--- config.mk ---
export PLATFORM = sky130hd
export DESIGN_NAME = id_hazard_ctl
export DESIGN_NICKNAME = d
export VERILOG_FILES = /design/src/rtl/id_hazard_ctl.sv
export SDC_FILE = /design/constraint.sdc
export NUM_CORES = 1
export LEC_CHECK = 0
export CAP_MARGIN = 20
export CORE_MARGIN = 2
export CORE_UTILIZATION = 49
export CTS_CLUSTER_DIAMETER = 100
export DETAILED_ROUTE_END_ITERATION = 7
export GPL_ROUTABILITY_DRIVEN = 1
export PLACE_DENSITY = 0.78
export SETUP_SLACK_MARGIN = 0.15
export SLEW_MARGIN = 5
export SYNTH_ARGS = -nofsm -noshare
export SYNTH_HDL_FRONTEND = slang
export SYNTH_SLANG_ARGS = --single-unit
--- constraint.sdc ---
create_clock -name i_clk -period 2.4 [get_ports i_clk]
set_input_delay 0.48 -clock i_clk [delete_from_list [all_inputs] [get_ports i_clk]]
set_output_delay 0.48 -clock i_clk [all_outputs]
set_load 0.03 [all_outputs]
--- src/rtl/id_hazard_ctl.sv ---
// Hazard/sequencing controller beside ID: shadow EX/MEM/WB destinations, stall/flush, forwarding, halt drain.
// Define HAZARD_FWD_EN for forwarding (load-use stalls only); undefined, any RAW dependency stalls.
module id_hazard_ctl #(
    parameter int unsigned REG_ADDR_WIDTH = 5,
    parameter int unsigned DRAIN_CYCLES   = 3
) (
    input  logic                      i_clk,
    input  logic                      i_rst_n,
    input  logic                      i_id_valid,
    input  logic [REG_ADDR_WIDTH-1:0] i_id_rs1,
    input  logic [REG_ADDR_WIDTH-1:0] i_id_rs2,
    input  logic                      i_id_rs1_used,
    input  logic                      i_id_rs2_used,
    input  logic [REG_ADDR_WIDTH-1:0] i_id_rd,
    input  logic                      i_id_rd_wen,
    input  logic                      i_id_is_load,
    input  logic                      i_id_halt,
    input  logic                      i_ex_taken,
    output logic                      o_pc_en,
    output logic                      o_if_id_en,
    output logic                      o_if_id_flush,
    output logic                      o_id_ex_flush,
    output logic [1:0]                o_fwd_a_sel,
    output logic [1:0]                o_fwd_b_sel,
    output logic                      o_halted
);

    localparam int unsigned CNT_W = (DRAIN_CYCLES > 1) ? $clog2(DRAIN_CYCLES) : 1;
    localparam logic [CNT_W-1:0] CNT_LOAD = CNT_W'(DRAIN_CYCLES - 1);

    typedef enum logic [1:0] {StRun, StDrain, StHalted} state_e;

    typedef struct packed {
        logic [REG_ADDR_WIDTH-1:0] rd;
        logic                      wen;
    } dst_t;

    // The load flag is only ever consulted for the EX entry, so it is not carried further.
    dst_t             r_ex, r_mem, r_wb;
    logic             r_ex_load;
    state_e           r_state, w_state_nxt;
    logic [CNT_W-1:0] r_cnt, w_cnt_nxt;

    dst_t w_ex_nxt;
    logic w_ex_load_nxt;
    logic w_use_a, w_use_b;
    logic w_a_ex, w_a_mem, w_a_wb, w_b_ex, w_b_mem, w_b_wb;
    logic w_load_use, w_any_dep, w_stall;
    logic w_pc_en, w_if_id_en, w_if_id_flush, w_id_ex_flush, w_halted;
    logic [1:0] w_fwd_a, w_fwd_b;

    function automatic logic hit(input logic used, input logic [REG_ADDR_WIDTH-1:0] rs,
                                 input dst_t s);
        return used && s.wen && (s.rd != '0) && (s.rd == rs);
    endfunction

    assign w_use_a = i_id_valid & i_id_rs1_used;
    assign w_use_b = i_id_valid & i_id_rs2_used;

    assign w_a_ex  = hit(w_use_a, i_id_rs1, r_ex);
    assign w_a_mem = hit(w_use_a, i_id_rs1, r_mem);
    assign w_a_wb  = hit(w_use_a, i_id_rs1, r_wb);
    assign w_b_ex  = hit(w_use_b, i_id_rs2, r_ex);
    assign w_b_mem = hit(w_use_b, i_id_rs2, r_mem);
    assign w_b_wb  = hit(w_use_b, i_id_rs2, r_wb);

    assign w_load_use = (w_a_ex | w_b_ex) & r_ex_load;
    assign w_any_dep  = w_a_ex | w_a_mem | w_a_wb | w_b_ex | w_b_mem | w_b_wb;

`ifdef HAZARD_FWD_EN
    assign w_stall = w_load_use;
    assign w_fwd_a = w_a_ex ? 2'b01 : w_a_mem ? 2'b10 : w_a_wb ? 2'b11 : 2'b00;
    assign w_fwd_b = w_b_ex ? 2'b01 : w_b_mem ? 2'b10 : w_b_wb ? 2'b11 : 2'b00;
`else
    // Without bypass paths every reader waits until its writer has retired from WB.
    assign w_stall = w_any_dep | w_load_use;
    assign w_fwd_a = 2'b00;
    assign w_fwd_b = 2'b00;
`endif

    always_comb begin
        w_state_nxt   = r_state;
        w_cnt_nxt     = r_cnt;
        w_pc_en       = 1'b1;
        w_if_id_en    = 1'b1;
        w_if_id_flush = 1'b0;
        w_id_ex_flush = 1'b0;
        w_halted      = 1'b0;
        case (r_state)
            StRun: begin
                if (i_ex_taken) begin
                    w_if_id_flush = 1'b1;
                    w_id_ex_flush = 1'b1;
                end else if (w_stall) begin
                    w_pc_en       = 1'b0;
                    w_if_id_en    = 1'b0;
                    w_id_ex_flush = 1'b1;
                end else if (i_id_valid && i_id_halt) begin
                    w_state_nxt   = StDrain;
                    w_cnt_nxt     = CNT_LOAD;
                    w_pc_en       = 1'b0;
                    w_if_id_en    = 1'b0;
                    w_if_id_flush = 1'b1;
                end
            end
            StDrain: begin
                w_pc_en       = 1'b0;
                w_if_id_en    = 1'b0;
                w_id_ex_flush = 1'b1;
                if (r_cnt == '0) begin
                    w_state_nxt = StHalted;
                end else begin
                    w_cnt_nxt = r_cnt - 1'b1;
                end
            end
            StHalted: begin
                w_pc_en       = 1'b0;
                w_if_id_en    = 1'b0;
                w_id_ex_flush = 1'b1;
                w_halted      = 1'b1;
            end
            default: w_state_nxt = StRun;
        endcase
        // Outputs hold their idle values for as long as reset is asserted.
        if (!i_rst_n) begin
            w_pc_en       = 1'b1;
            w_if_id_en    = 1'b1;
            w_if_id_flush = 1'b0;
            w_id_ex_flush = 1'b0;
            w_halted      = 1'b0;
        end
    end

    always_comb begin
        w_ex_nxt      = '0;
        w_ex_load_nxt = 1'b0;
        if (i_id_valid && !w_id_ex_flush) begin
            // A halt enters EX as a bubble so it never claims a destination.
            w_ex_nxt.rd   = i_id_rd;
            w_ex_nxt.wen  = i_id_rd_wen & ~i_id_halt;
            w_ex_load_nxt = i_id_is_load & ~i_id_halt;
        end
    end

    always_ff @(posedge i_clk or negedge i_rst_n) begin
        if (!i_rst_n) begin
            r_ex      <= '0;
            r_mem     <= '0;
            r_wb      <= '0;
            r_ex_load <= 1'b0;
            r_state   <= StRun;
            r_cnt     <= '0;
        end else begin
            r_ex      <= w_ex_nxt;
            r_mem     <= r_ex;
            r_wb      <= r_mem;
            r_ex_load <= w_ex_load_nxt;
            r_state   <= w_state_nxt;
            r_cnt     <= w_cnt_nxt;
        end
    end

    assign o_pc_en       = w_pc_en;
    assign o_if_id_en    = w_if_id_en;
    assign o_if_id_flush = w_if_id_flush;
    assign o_id_ex_flush = w_id_ex_flush;
    assign o_fwd_a_sel   = i_rst_n ? w_fwd_a : 2'b00;
    assign o_fwd_b_sel   = i_rst_n ? w_fwd_b : 2'b00;
    assign o_halted      = w_halted;

endmodule
==> impl_summary.md <==
Outcome
The flow ran to the end, but the final reports show violations. The final reports fail on setup timing.

Route
The remaining antenna violation count after routing is 0. After detailed routing, the number of remaining DRC violations is 0. The routed wire length per instance is 15.9 µm. The number of DRC violations after detailed-routing iteration 0 is 26. The first detailed-routing pass ran for 6 iterations.

After detailed routing, the total wire length is 3350 µm. The vias per cell is 5.37. The routed layout has 1134 vias.

Synth
The proportion of synthesized chip area in sequential cells is 0.402. After synthesis the cells add up to 0.00137 mm². The number of distinct standard cells referenced by the synthesized netlist is 35. The share of the synthesized netlist area taken by xor and xnor gates is 0.192. The synthesized-area fraction occupied by ao, oa, aoi and oai cells is 0.143. The area fraction of the dominant cell type after synthesis is 0.402. The number of synthesized register bits is 22. dfrtp_1 takes more of the synthesized area than any other cell. The fraction of the mapped netlist area in adder cells is 0.0457. Of the total synthesized cell area, the portion taken by AND, OR, NAND and NOR gates is 0.158. Yosys printed 0 warnings. The share of flip-flops with an asynchronous set or reset is 1.00. After synthesis, the largest family of logic cells by area is XOR/XNOR gates. Measured against the total synthesized area, the mux share comes to 0. The number of enable-type register cells in the synthesized netlist is 0. Synthesis produced a netlist whose cell count is 130. The mean cell area of the mapped netlist is 10.5 µm². By area the synthesized netlist is led by dfrtp_1, xor2_1, ha_1, buf_4, nor4_1. The flip-flop cell with the highest count after synthesis is dfrtp_1.

Worst setup path
In this run the worst path has a maximum fanout of 4. The worst setup path is of the reg2out kind. The most common cell type on the critical path is buf_6. At the worst endpoint, the arrival time is 2.21 ns. The critical path contains buffers and inverters numbering 2 combined. The critical path startpoint category is a flop. At the worst endpoint, the required time is 1.92 ns. STA classifies the critical path endpoint as a primary output. The standard cell with the maximum stage delay on the critical path is dfrtp_1. The critical path goes through buf_6 -> xor2_1 -> nor4_2 -> a32o_2 -> and2_4 -> nor3_1 -> o211a_1 -> buf_6. On the critical path the largest part of the delay comes from simple AND/OR/NAND/NOR gates.

The largest single stage delay on the critical path is 0.44 ns.

Power
The share of total power dissipated in combinational logic is 0.516. The relative contribution of sequential cells to total power is 0.348. The relative contribution of the clock network to total power is 0.136.

The fraction of power spent switching nets is 0.392. In this run the power density over the cells is 772 mW/mm². The cell-internal power is 0.900 mW. The worst-case IR drop observed on VDD is 0.000634 V.

In this run the static leakage power is 0.955 nW. Summed over all nets, the switching power comes to 0.579 mW.

Finish
In the final layout, the share of cells above drive strength 1 is 0.272. After the last flow step, the layout net total stands at 210. From synthesis to final layout, the design area changed by 39.9%. Measured on the finished design, the core utilization comes to 0.707.

The layout has 209 filler cells. After routing the design area is 0.00192 mm². 0 antenna diodes ended up in the layout.

Clocking
The H-tree depth is 1. The tree is rooted in a clkbuf_4. After clock tree synthesis, the clock-pin slew on the worst setup and hold paths is 0.13 ns.

The number of buffers on the longest clock path is 2. The tree built by TritonCTS fans out to 22 sinks. TritonCTS built the clock tree. The number of buffers inserted during clock tree synthesis is 3. At the later pin of the worst-skew pair, clock insertion delay measures 0.30 ns.

Place
The count of input and output buffers is 27. The half-perimeter wire length after detailed placement is 2590 µm. Routability-driven placement finished with a final weighted congestion of 0.928. The placement-stage cell area is 0.00177 mm². The worst slack at placement is -0.457 ns.

Hold path
The worst hold path belongs to the class in2async.

Floorplanning
The row count is 19. The vertical extent of the die is 56.9 µm. The I/O pin count is 33. The die is 56.9 µm wide. The initial utilization of the core area, before any placement, comes to 0.505. The placeable core area is 0.00271 mm². The die footprint is 0.00323 mm².

Timing
Across the routed clock network, the largest skew measured is 0.00958 ns. In the finished design, the share of the clock period the worst path needs comes to 1.12. Timing would allow up to 372 MHz. The post-route minimum period is 2.69 ns. In the post-route analysis, the smallest setup slack over all paths is -0.289 ns. The number of max-slew violations in the final report is 0. Setup violations remaining at the end of the flow were counted as 4. The final-report hold violation count was 0.

Hold timing on the final database bottoms out at a slack of 0.377 ns. Setup repair after global routing could not meet its margin everywhere.

Run
The count of maximum capacitance violations is 0.

GRT
The number of global-route vias before repair came to 1162. In the global route stage, overall resource usage came out at 0.218. The wire length of the first global-routing pass is 5420 µm. The pin count of the biggest net entering global routing is 22.

The number of antenna violations at the first check in global routing was 0. After global routing the overflow that remains totals 0.
-- what timing repair did --
item | CTS | global route
endpoints found under the setup margin | 10 | 10
resized for setup | 21 | 11
hold buffers | 0 | 0
pin swaps | 10 | 8
buffers inserted | 3 | 1
-- state kept, by name, summed over array words and instances (netlist names) --
| name | flops |
|---|---|
| r_ex | 6 |
| r_mem | 6 |
| r_wb | 6 |
| r_cnt | 2 |
| r_state | 2 |
-- stage by stage --
stage,TNS (ns),instances,power [mW]
after floorplan,0,133,0.968
after global placement,-3.07,203,1.16
after detailed placement,-3.65,203,1.19
after CTS,-1.02,210,1.44
after global routing,-1.57,211,1.58
final,-1.10,211,1.48
-- worst reg2reg max path: cells and delay by family, from the launching register on --
| kind | cells | cell delay, ns |
|---|---|---|
| AOI/OAI and AO/OA | 3 | 0.43 |
| DFF | 1 | 0.40 |
| and+or+nand+nor | 2 | 0.51 |
| buffers and inverters | 4 | 0.56 |
| xor gates and xnor gates | 1 | 0.16 |
-- final cells by class --
class,instances,area (µm²),area share
Multi-Input combinational cell,97,823,0.430
Inverter,8,30.0,0.0157
Timing Repair Buffer,49,437,0.228
Sequential cell,22,551,0.287
Clock buffer,4,36.3,0.0189
Tap cell,31,38.8,0.0202
-- final timing paths --
check / to / start / slack [ns] / cells after the start
min reg2reg: r_wb[0] / r_mem[0] / 0.42 / 0
min in group i_clk: r_wb[0] / r_mem[0] / 0.42 / 0
min: r_state[0] / i_rst_n / 0.38 / 1
max reg2reg: r_ex[4] / r_wb[2] / 0.24 / 10
max in group asynchronous: r_wb[5] / i_rst_n / 1.49 / 2
max: o_if_id_flush / r_mem[2] / -0.29 / 8
-- metal layers --
metal,track usage,part of all wire,vias up
met3,0.0369,0.027,2
li1,-,-,554
met1,0.291,0.43,558
met4,0.0365,0.0054,0
met2,0.379,0.54,20
met5,0,0,-
-- kinds of logic after synthesis --
logic type | count (synthesis)
xor+xnor | 30
compound gates | 22
buf+inv | 14
simple gates | 36
flops | 22
fa+ha+maj | 5
other cells | 1
-- cell usage after synthesis (4+ instances only) --
cell type,instances
buf_4,5
nor4_1,6
or4_1,4
xor2_1,27
inv_1,8
and3_1,5
ha_1,5
dfrtp_1,22
o21ai_0,4
nor2_1,5
-- placed cells by master (no fill, tap or decap), types with 2 or more instances in the layout --
cell             Yosys  final
nor2_1               5      5
clkbuf_4             0      3
o311a_1              2      2
inv_2                0      2
buf_4                5     20
or4_1                4      2
nand2_1              3      3
nor3_1               2      2
clkdlybuf4s50_1      0     12
o211ai_1             3      3
and3_1               5      5
nor4_2               0      4
o21ai_0              4      3
ha_1                 5      5
nand3b_1             2      2
or4_4                0      2
dfrtp_1             22     22
conb_1               1      4
xnor2_1              3      3
dlygate4sd2_1        0     10
xor2_1              27     27
buf_6                0      7
inv_1                8      6
and2_1               3      3
nor4_1               6      2
o21ai_2              1      2
-- power groups by stage --
stage                     Sequential (mW)  Combinational (mW)  Clock [mW]
after floorplan                     0.507               0.461           0
after global placement              0.512               0.643           0
after detailed placement            0.517               0.677           0
after CTS                           0.508               0.728       0.205
after global routing                0.526               0.832       0.222
final                               0.515               0.763       0.201
Power figures use the tool's default switching activity.
